--- src/rtl/regfile_pkg.sv ---
// Shared types and helpers for the multi-port register file.
package regfile_pkg;

    typedef enum logic {
        ST_CLEAR = 1'b0,
        ST_RUN   = 1'b1
    } state_e;

    localparam int XLEN_DEF = 32;
    localparam int NREG_DEF = 32;

    // LSB position of field k in a flattened bus of w-bit fields
    function automatic int fld_lsb(input int k, input int w);
        return k * w;
    endfunction

endpackage

--- src/rtl/regfile_scoreboard.sv ---
// Per-register busy bits: allocation sets, writeback clears, allocation wins a tie.
module regfile_scoreboard
    import regfile_pkg::*;
#(
    parameter int NREG = NREG_DEF,
    parameter int NRD  = 2,
    parameter int NWR  = 2,
    parameter int AW   = $clog2(NREG)
) (
    input  logic              clk,
    input  logic              rst,
    input  logic              run_i,
    input  logic              alloc_en_i,
    input  logic [AW-1:0]     alloc_addr_i,
    input  logic [NWR-1:0]    wr_en_i,
    input  logic [NWR*AW-1:0] wr_addr_i,
    input  logic [NRD*AW-1:0] rd_addr_i,
    output logic [NRD-1:0]    rd_busy_o
);

    logic [NREG-1:0] busy_q;
    logic [NREG-1:0] busy_d;

    // Next busy state; allocation is applied after clears so the new producer wins
    always_comb begin
        busy_d = busy_q;
        if (run_i) begin
            for (int p = 0; p < NWR; p++) begin
                if (wr_en_i[p]) begin
                    busy_d[wr_addr_i[fld_lsb(p, AW) +: AW]] = 1'b0;
                end else begin
                    busy_d = busy_d;
                end
            end
            if (alloc_en_i) begin
                busy_d[alloc_addr_i] = 1'b1;
            end else begin
                busy_d = busy_d;
            end
        end else begin
            busy_d = busy_q;
        end
        busy_d[0] = 1'b0;
    end

    // Busy bit storage
    always_ff @(posedge clk or negedge rst) begin
        if (!rst) begin
            busy_q <= {NREG{1'b0}};
        end else begin
            busy_q <= busy_d;
        end
    end

    // Registered busy lookup per read port, forced low while clearing
    always_comb begin
        rd_busy_o = {NRD{1'b0}};
        for (int k = 0; k < NRD; k++) begin
            if (run_i) begin
                rd_busy_o[k] = busy_q[rd_addr_i[fld_lsb(k, AW) +: AW]];
            end else begin
                rd_busy_o[k] = 1'b0;
            end
        end
    end

endmodule

--- src/rtl/regfile_mp.sv ---
// Parametrised multi-port register file with write-to-read bypass,
// post-reset clear sequencer and issue-stage busy scoreboard.
module regfile_mp
    import regfile_pkg::*;
#(
    parameter  int XLEN = XLEN_DEF,
    parameter  int NREG = NREG_DEF,
    parameter  int NRD  = 2,
    parameter  int NWR  = 2,
    localparam int AW   = $clog2(NREG)
) (
    input  logic                clk,
    input  logic                rst,
    input  logic [NRD*AW-1:0]   rd_addr,
    output logic [NRD*XLEN-1:0] rd_data,
    output logic [NRD*XLEN-1:0] rd_data_q,
    output logic [NRD-1:0]      rd_busy,
    input  logic [NWR-1:0]      wr_en,
    input  logic [NWR*AW-1:0]   wr_addr,
    input  logic [NWR*XLEN-1:0] wr_data,
    input  logic                alloc_en,
    input  logic [AW-1:0]       alloc_addr,
    output logic                ready
);

    state_e              state_q;
    logic [AW-1:0]       clr_idx_q;
    logic                ready_q;
    logic [XLEN-1:0]     mem_q [NREG];
    logic [XLEN-1:0]     mem_d [NREG];
    logic [NRD*XLEN-1:0] rd_data_s;
    logic                run_s;

    assign run_s   = (state_q == ST_RUN);
    assign ready   = ready_q;
    assign rd_data = rd_data_s;

    // Clear sequencer: one entry per cycle, then RUN until the next reset
    always_ff @(posedge clk or negedge rst) begin
        if (!rst) begin
            state_q   <= ST_CLEAR;
            clr_idx_q <= {AW{1'b0}};
            ready_q   <= 1'b0;
        end else begin
            case (state_q)
                ST_CLEAR: begin
                    ready_q <= 1'b0;
                    if (clr_idx_q == AW'(NREG - 1)) begin
                        state_q <= ST_RUN;
                    end else begin
                        clr_idx_q <= clr_idx_q + AW'(1);
                    end
                end
                ST_RUN: begin
                    ready_q <= 1'b1;
                end
                default: begin
                    state_q   <= ST_CLEAR;
                    clr_idx_q <= {AW{1'b0}};
                    ready_q   <= 1'b0;
                end
            endcase
        end
    end

    // Array next state; ascending port loop lets the highest index win
    always_comb begin
        mem_d = mem_q;
        if (!run_s) begin
            mem_d[clr_idx_q] = {XLEN{1'b0}};
        end else begin
            for (int p = 0; p < NWR; p++) begin
                if (wr_en[p] && (wr_addr[fld_lsb(p, AW) +: AW] != {AW{1'b0}})) begin
                    mem_d[wr_addr[fld_lsb(p, AW) +: AW]] = wr_data[fld_lsb(p, XLEN) +: XLEN];
                end else begin
                    mem_d = mem_d;
                end
            end
        end
    end

    // Array storage; contents are defined by the clear sequence, not by reset
    always_ff @(posedge clk) begin
        mem_q <= mem_d;
    end

    // Read ports with same-cycle bypass, disabled while clearing
    always_comb begin
        rd_data_s = {(NRD * XLEN){1'b0}};
        for (int k = 0; k < NRD; k++) begin
            if (rd_addr[fld_lsb(k, AW) +: AW] == {AW{1'b0}}) begin
                rd_data_s[fld_lsb(k, XLEN) +: XLEN] = {XLEN{1'b0}};
            end else begin
                rd_data_s[fld_lsb(k, XLEN) +: XLEN] = mem_q[rd_addr[fld_lsb(k, AW) +: AW]];
                for (int p = 0; p < NWR; p++) begin
                    if (run_s && wr_en[p] &&
                        (wr_addr[fld_lsb(p, AW) +: AW] == rd_addr[fld_lsb(k, AW) +: AW])) begin
                        rd_data_s[fld_lsb(k, XLEN) +: XLEN] = wr_data[fld_lsb(p, XLEN) +: XLEN];
                    end else begin
                        rd_data_s = rd_data_s;
                    end
                end
            end
        end
    end

    // Registered copy of the read data
    always_ff @(posedge clk or negedge rst) begin
        if (!rst) begin
            rd_data_q <= {(NRD * XLEN){1'b0}};
        end else begin
            rd_data_q <= rd_data_s;
        end
    end

    regfile_scoreboard #(
        .NREG (NREG),
        .NRD  (NRD),
        .NWR  (NWR),
        .AW   (AW)
    ) u_scoreboard (
        .clk          (clk),
        .rst          (rst),
        .run_i        (run_s),
        .alloc_en_i   (alloc_en),
        .alloc_addr_i (alloc_addr),
        .wr_en_i      (wr_en),
        .wr_addr_i    (wr_addr),
        .rd_addr_i    (rd_addr),
        .rd_busy_o    (rd_busy)
    );

endmodule

--- config.mk ---
export PLATFORM = sky130hd
export DESIGN_NAME = regfile_mp
export DESIGN_NICKNAME = d
export VERILOG_FILES = /design/src/rtl/regfile_pkg.sv /design/src/rtl/regfile_scoreboard.sv /design/src/rtl/regfile_mp.sv
export SDC_FILE = /design/constraint.sdc
export NUM_CORES = 2
export LEC_CHECK = 0
export CAP_MARGIN = 20
export CORE_ASPECT_RATIO = 2
export CORE_UTILIZATION = 57
export CTS_CLUSTER_DIAMETER = 200
export DETAILED_ROUTE_END_ITERATION = 16
export GPL_TIMING_DRIVEN = 1
export HOLD_SLACK_MARGIN = 0.08
export PLACE_DENSITY_LB_ADDON = 0.2
export SYNTH_ARGS = -nofsm -noshare
export SYNTH_HDL_FRONTEND = slang
export SYNTH_SLANG_ARGS = --single-unit
--- constraint.sdc ---
create_clock -name clk -period 2.19 [get_ports clk]
set_input_delay 0.219 -clock clk [delete_from_list [all_inputs] [get_ports clk]]
set_output_delay 0.219 -clock clk [all_outputs]
set_load 0.02 [all_outputs]
==> flow_summary.yaml <==
run_status:
  status: "complete, but fails checks"
  violations: "setup timing"
logic_synthesis:
  synth-edff-count: 0
  yosysUniqueCellTypes: 73
  synthTopCellsByCount: "mux2i_1, dfxtp_1, o21ai_0, a22o_1, nand2_1"
  synth.avg_cell_area_um2: 9.40
  syn_nets: 7798
  synth_top_area_share_pct: 28.3
  synth_cells: 7699
  synth_most_common_cell: "mux2i_1"
  synth_flop_cell: "dfxtp_1"
  synth_seq_area_share_pct: 31.8
  yosys.area.top_type: "dfxtp_1"
  syn_area_um2: 72400
  synthArstFlopShare_pct: 9.06
  synth.area.top_cells: "dfxtp_1, mux2i_1, mux4_2, a22o_1, o21ai_0"
  ys_warn_count: 0
  ys_ff_latch: 1126
timing:
  setup_viol: 71
  setup_ws_ps: -1010
  post-route-min-period_ps: 3200
  finClkSkew_ps: 38.7
  clock.fmax_ghz: 0.313
  worstMarginPinSlew_ps: 897
  final.period_utilization_pct: 146
  hold_viol: 0
  rsz0062_at_grt: "true"
  relSlewSlack_pct: 39.5
  drv_slew: 0
  setup-tns-final_ps: -58250
setup_path:
  crit_path_start_kind: "register"
  worst_ep_arrival_time_ps: 2980
  path_buf_inv: 6
  rrSetupSlack_ps: -880
  critPathKind: "reg -> out"
  worstPathCellList: "buf_4 > buf_12 > nand2_2 > nor3_2 > buf_4 > buf_12 > nand2b_4 > clkbuf_16 > o21ai_4 > buf_6"
  cp-end-kind: "output port"
  cp_max_fo: 14
  crit_slowest_cell: "dfrtp_4"
  critPathMaxStageDelay_ps: 560
  crit_required_ps: 1970
  critPathTopFamily: "buffers and inverters"
place:
  place_ws_ps: -1190
  dp_cells: 10215
  io_buffers: 224
  place_congestion: 1.06
  hpwl_um: 228000
clock_tree:
  path_clk_slew_ps: 70
  cts_tree: "built"
  cts_buffers: 107
  cts_buffer_depth: 3
  cts.sinks: 1126
  cts-root-buf: "clkbuf_16"
  clock_latency_ps: 780
  cts_max_level: 3
finish:
  fin_cells: 10489
  fillCellCount: 8813
  drive_above_1_share_pct: 30.4
  syn_to_final_growth_pct: 31.8
  fin_nets: 8818
global_routing:
  antenna_found_initial: 12
  grt_pass1_vias: 75463
  grt_max_degree: 101
  grt-ovfl-total: 0
  grt.total_usage_pct: 51.1
  grt_pass1_wl_um: 487000
drt:
  routed_wl_um: 336000
  postRouteAntennaNets: 0
  drc_errors: 0
  vias_per_cell: 7.27
  first_pass_iters: 7
  wl_per_cell_um: 32.0
  drt_iter0_drc: 10839
  vias: 76221
floorplan:
  core_um2: 126000
  io_pins: 225
  dieArea_um2: 129000
  die_h_um: 506
  die_x_um: 254
  rows: 184
  initial_core_util_pct: 57.5
pwr:
  pwr_density_cell_nw_per_um2: 709
  leakage_uw: 0.0395
  finalPower_uw: 67600
  ir_drop_mv: 0.643
job:
  maxCapViolCount: 0
min_path:
  hp-class: "in -> reg"
-- final cells by class --
class / instances / area [um2] / share of cell area, %
Antenna cell: 8 / 20.0 / 0.0210
Inverter: 21 / 82.6 / 0.0866
Sequential cell: 1126 / 23100 / 24.2
Clock inverter: 44 / 646 / 0.677
Multi-Input combinational cell: 5525 / 47000 / 49.3
Timing Repair Buffer: 1938 / 19300 / 20.2
Tap cell: 1674 / 2090 / 2.20
Clock buffer: 153 / 3140 / 3.29
-- cell usage in the layout, fill, tap and decap left out, types with 22 or more instances in the layout --
| master | instances |
|---|---|
| buf_4 | 1376 |
| mux2i_1 | 1125 |
| dfxtp_1 | 1016 |
| o21ai_0 | 976 |
| a22o_1 | 976 |
| nand2_1 | 970 |
| mux4_2 | 403 |
| buf_12 | 293 |
| clkdlybuf4s50_1 | 147 |
| clkbuf_16 | 115 |
| dfrtp_1 | 101 |
| buf_6 | 90 |
| o22ai_1 | 86 |
| a211oi_1 | 86 |
| nor2_1 | 78 |
| o221ai_1 | 62 |
| a21oi_1 | 61 |
| nor2_4 | 46 |
| a22oi_1 | 46 |
| mux2_2 | 40 |
| and2_1 | 38 |
| o2bb2ai_1 | 37 |
| o21ai_1 | 34 |
| a21o_1 | 29 |
| a32oi_2 | 27 |
| o21ai_4 | 27 |
| a21oi_4 | 24 |
| clkbuf_1 | 22 |
-- cells by family after synthesis --
logic type,synth area share (%)
xor+xnor,0.278
mux,28.7
fa+ha+maj,0.0864
flops,31.8
compound gates,25.6
simple gates,7.38
buf+inv,6.04
-- worst register-to-register path, cell delays in order (launching register included) --
cell and delay [ps]:
dfrtp_4 520, buf_4 170, buf_12 100, nand2_2 70, nor3_2 180, buf_4 160, buf_12 170, nand2b_4 240
clkbuf_16 280, o21ai_4 110, buf_4 130, buf_4 120, buf_4 120, buf_4 120, buf_4 120, buf_4 120
buf_4 120, buf_4 120
-- metrics by stage --
stage / area [um2] / utilization (%) / hold slack [ps]
after floorplan: 72600 / - / -76.6
after CTS: 94300 / 74.9 / 156
after global placement: 89200 / 70.9 / 203
final: 95400 / 75.8 / 186
after global routing: 95400 / 75.7 / 199
after detailed placement: 89200 / 70.9 / 204
-- per-layer routing --
metal	routed length [um]	track usage [%]	up-vias
li1	-	-	31265
met1	109000	57.8	36087
met4	36900	45.4	6
met5	41	0	-
met3	46200	17.5	2467
met2	144000	75.9	6396
-- timing repair --
action	CTS	global route
hold buffers	2	0
endpoints found under the setup margin	416	177
resized for setup	497	143
gates cloned	10	4
setup buffers	31	23
pin swaps	46	31
hold endpoints to repair	102	0
-- path summary, 6_finish.rpt --
path / startpoint / endpoint / depth (start not counted)
max in group asynchronous: rst / rd_data_q[55]$_DFF_PN0_ / 3
min in group asynchronous: rst / u_scoreboard.busy_q[30]$_DFFE_PN0P_ / 3
max: run_s$_DFF_PN0_ / rd_data[1] / 10
max reg2reg: run_s$_DFF_PN0_ / rd_data_q[21]$_DFF_PN0_ / 17
min reg2reg: mem_q[996]$_DFF_P_ / mem_q[996]$_DFF_P_ / 1
min: wr_data[57] / rd_data_q[57]$_DFF_PN0_ / 3
-- flip-flops by register name, indices dropped and copies added (netlist names) --
register	count
rd_data_q	64
mem_q	1024
run_s	1
u_scoreboard.busy_q	31
ready	1
clr_idx_q	5
-- where the power goes --
group	switching [uW]	internal (uW)	total (uW)
registers	2420	23700	26100
clock network	9080	11800	20900
logic	9450	11100	20600
No activity file was read; power rests on OpenSTA's default activity.
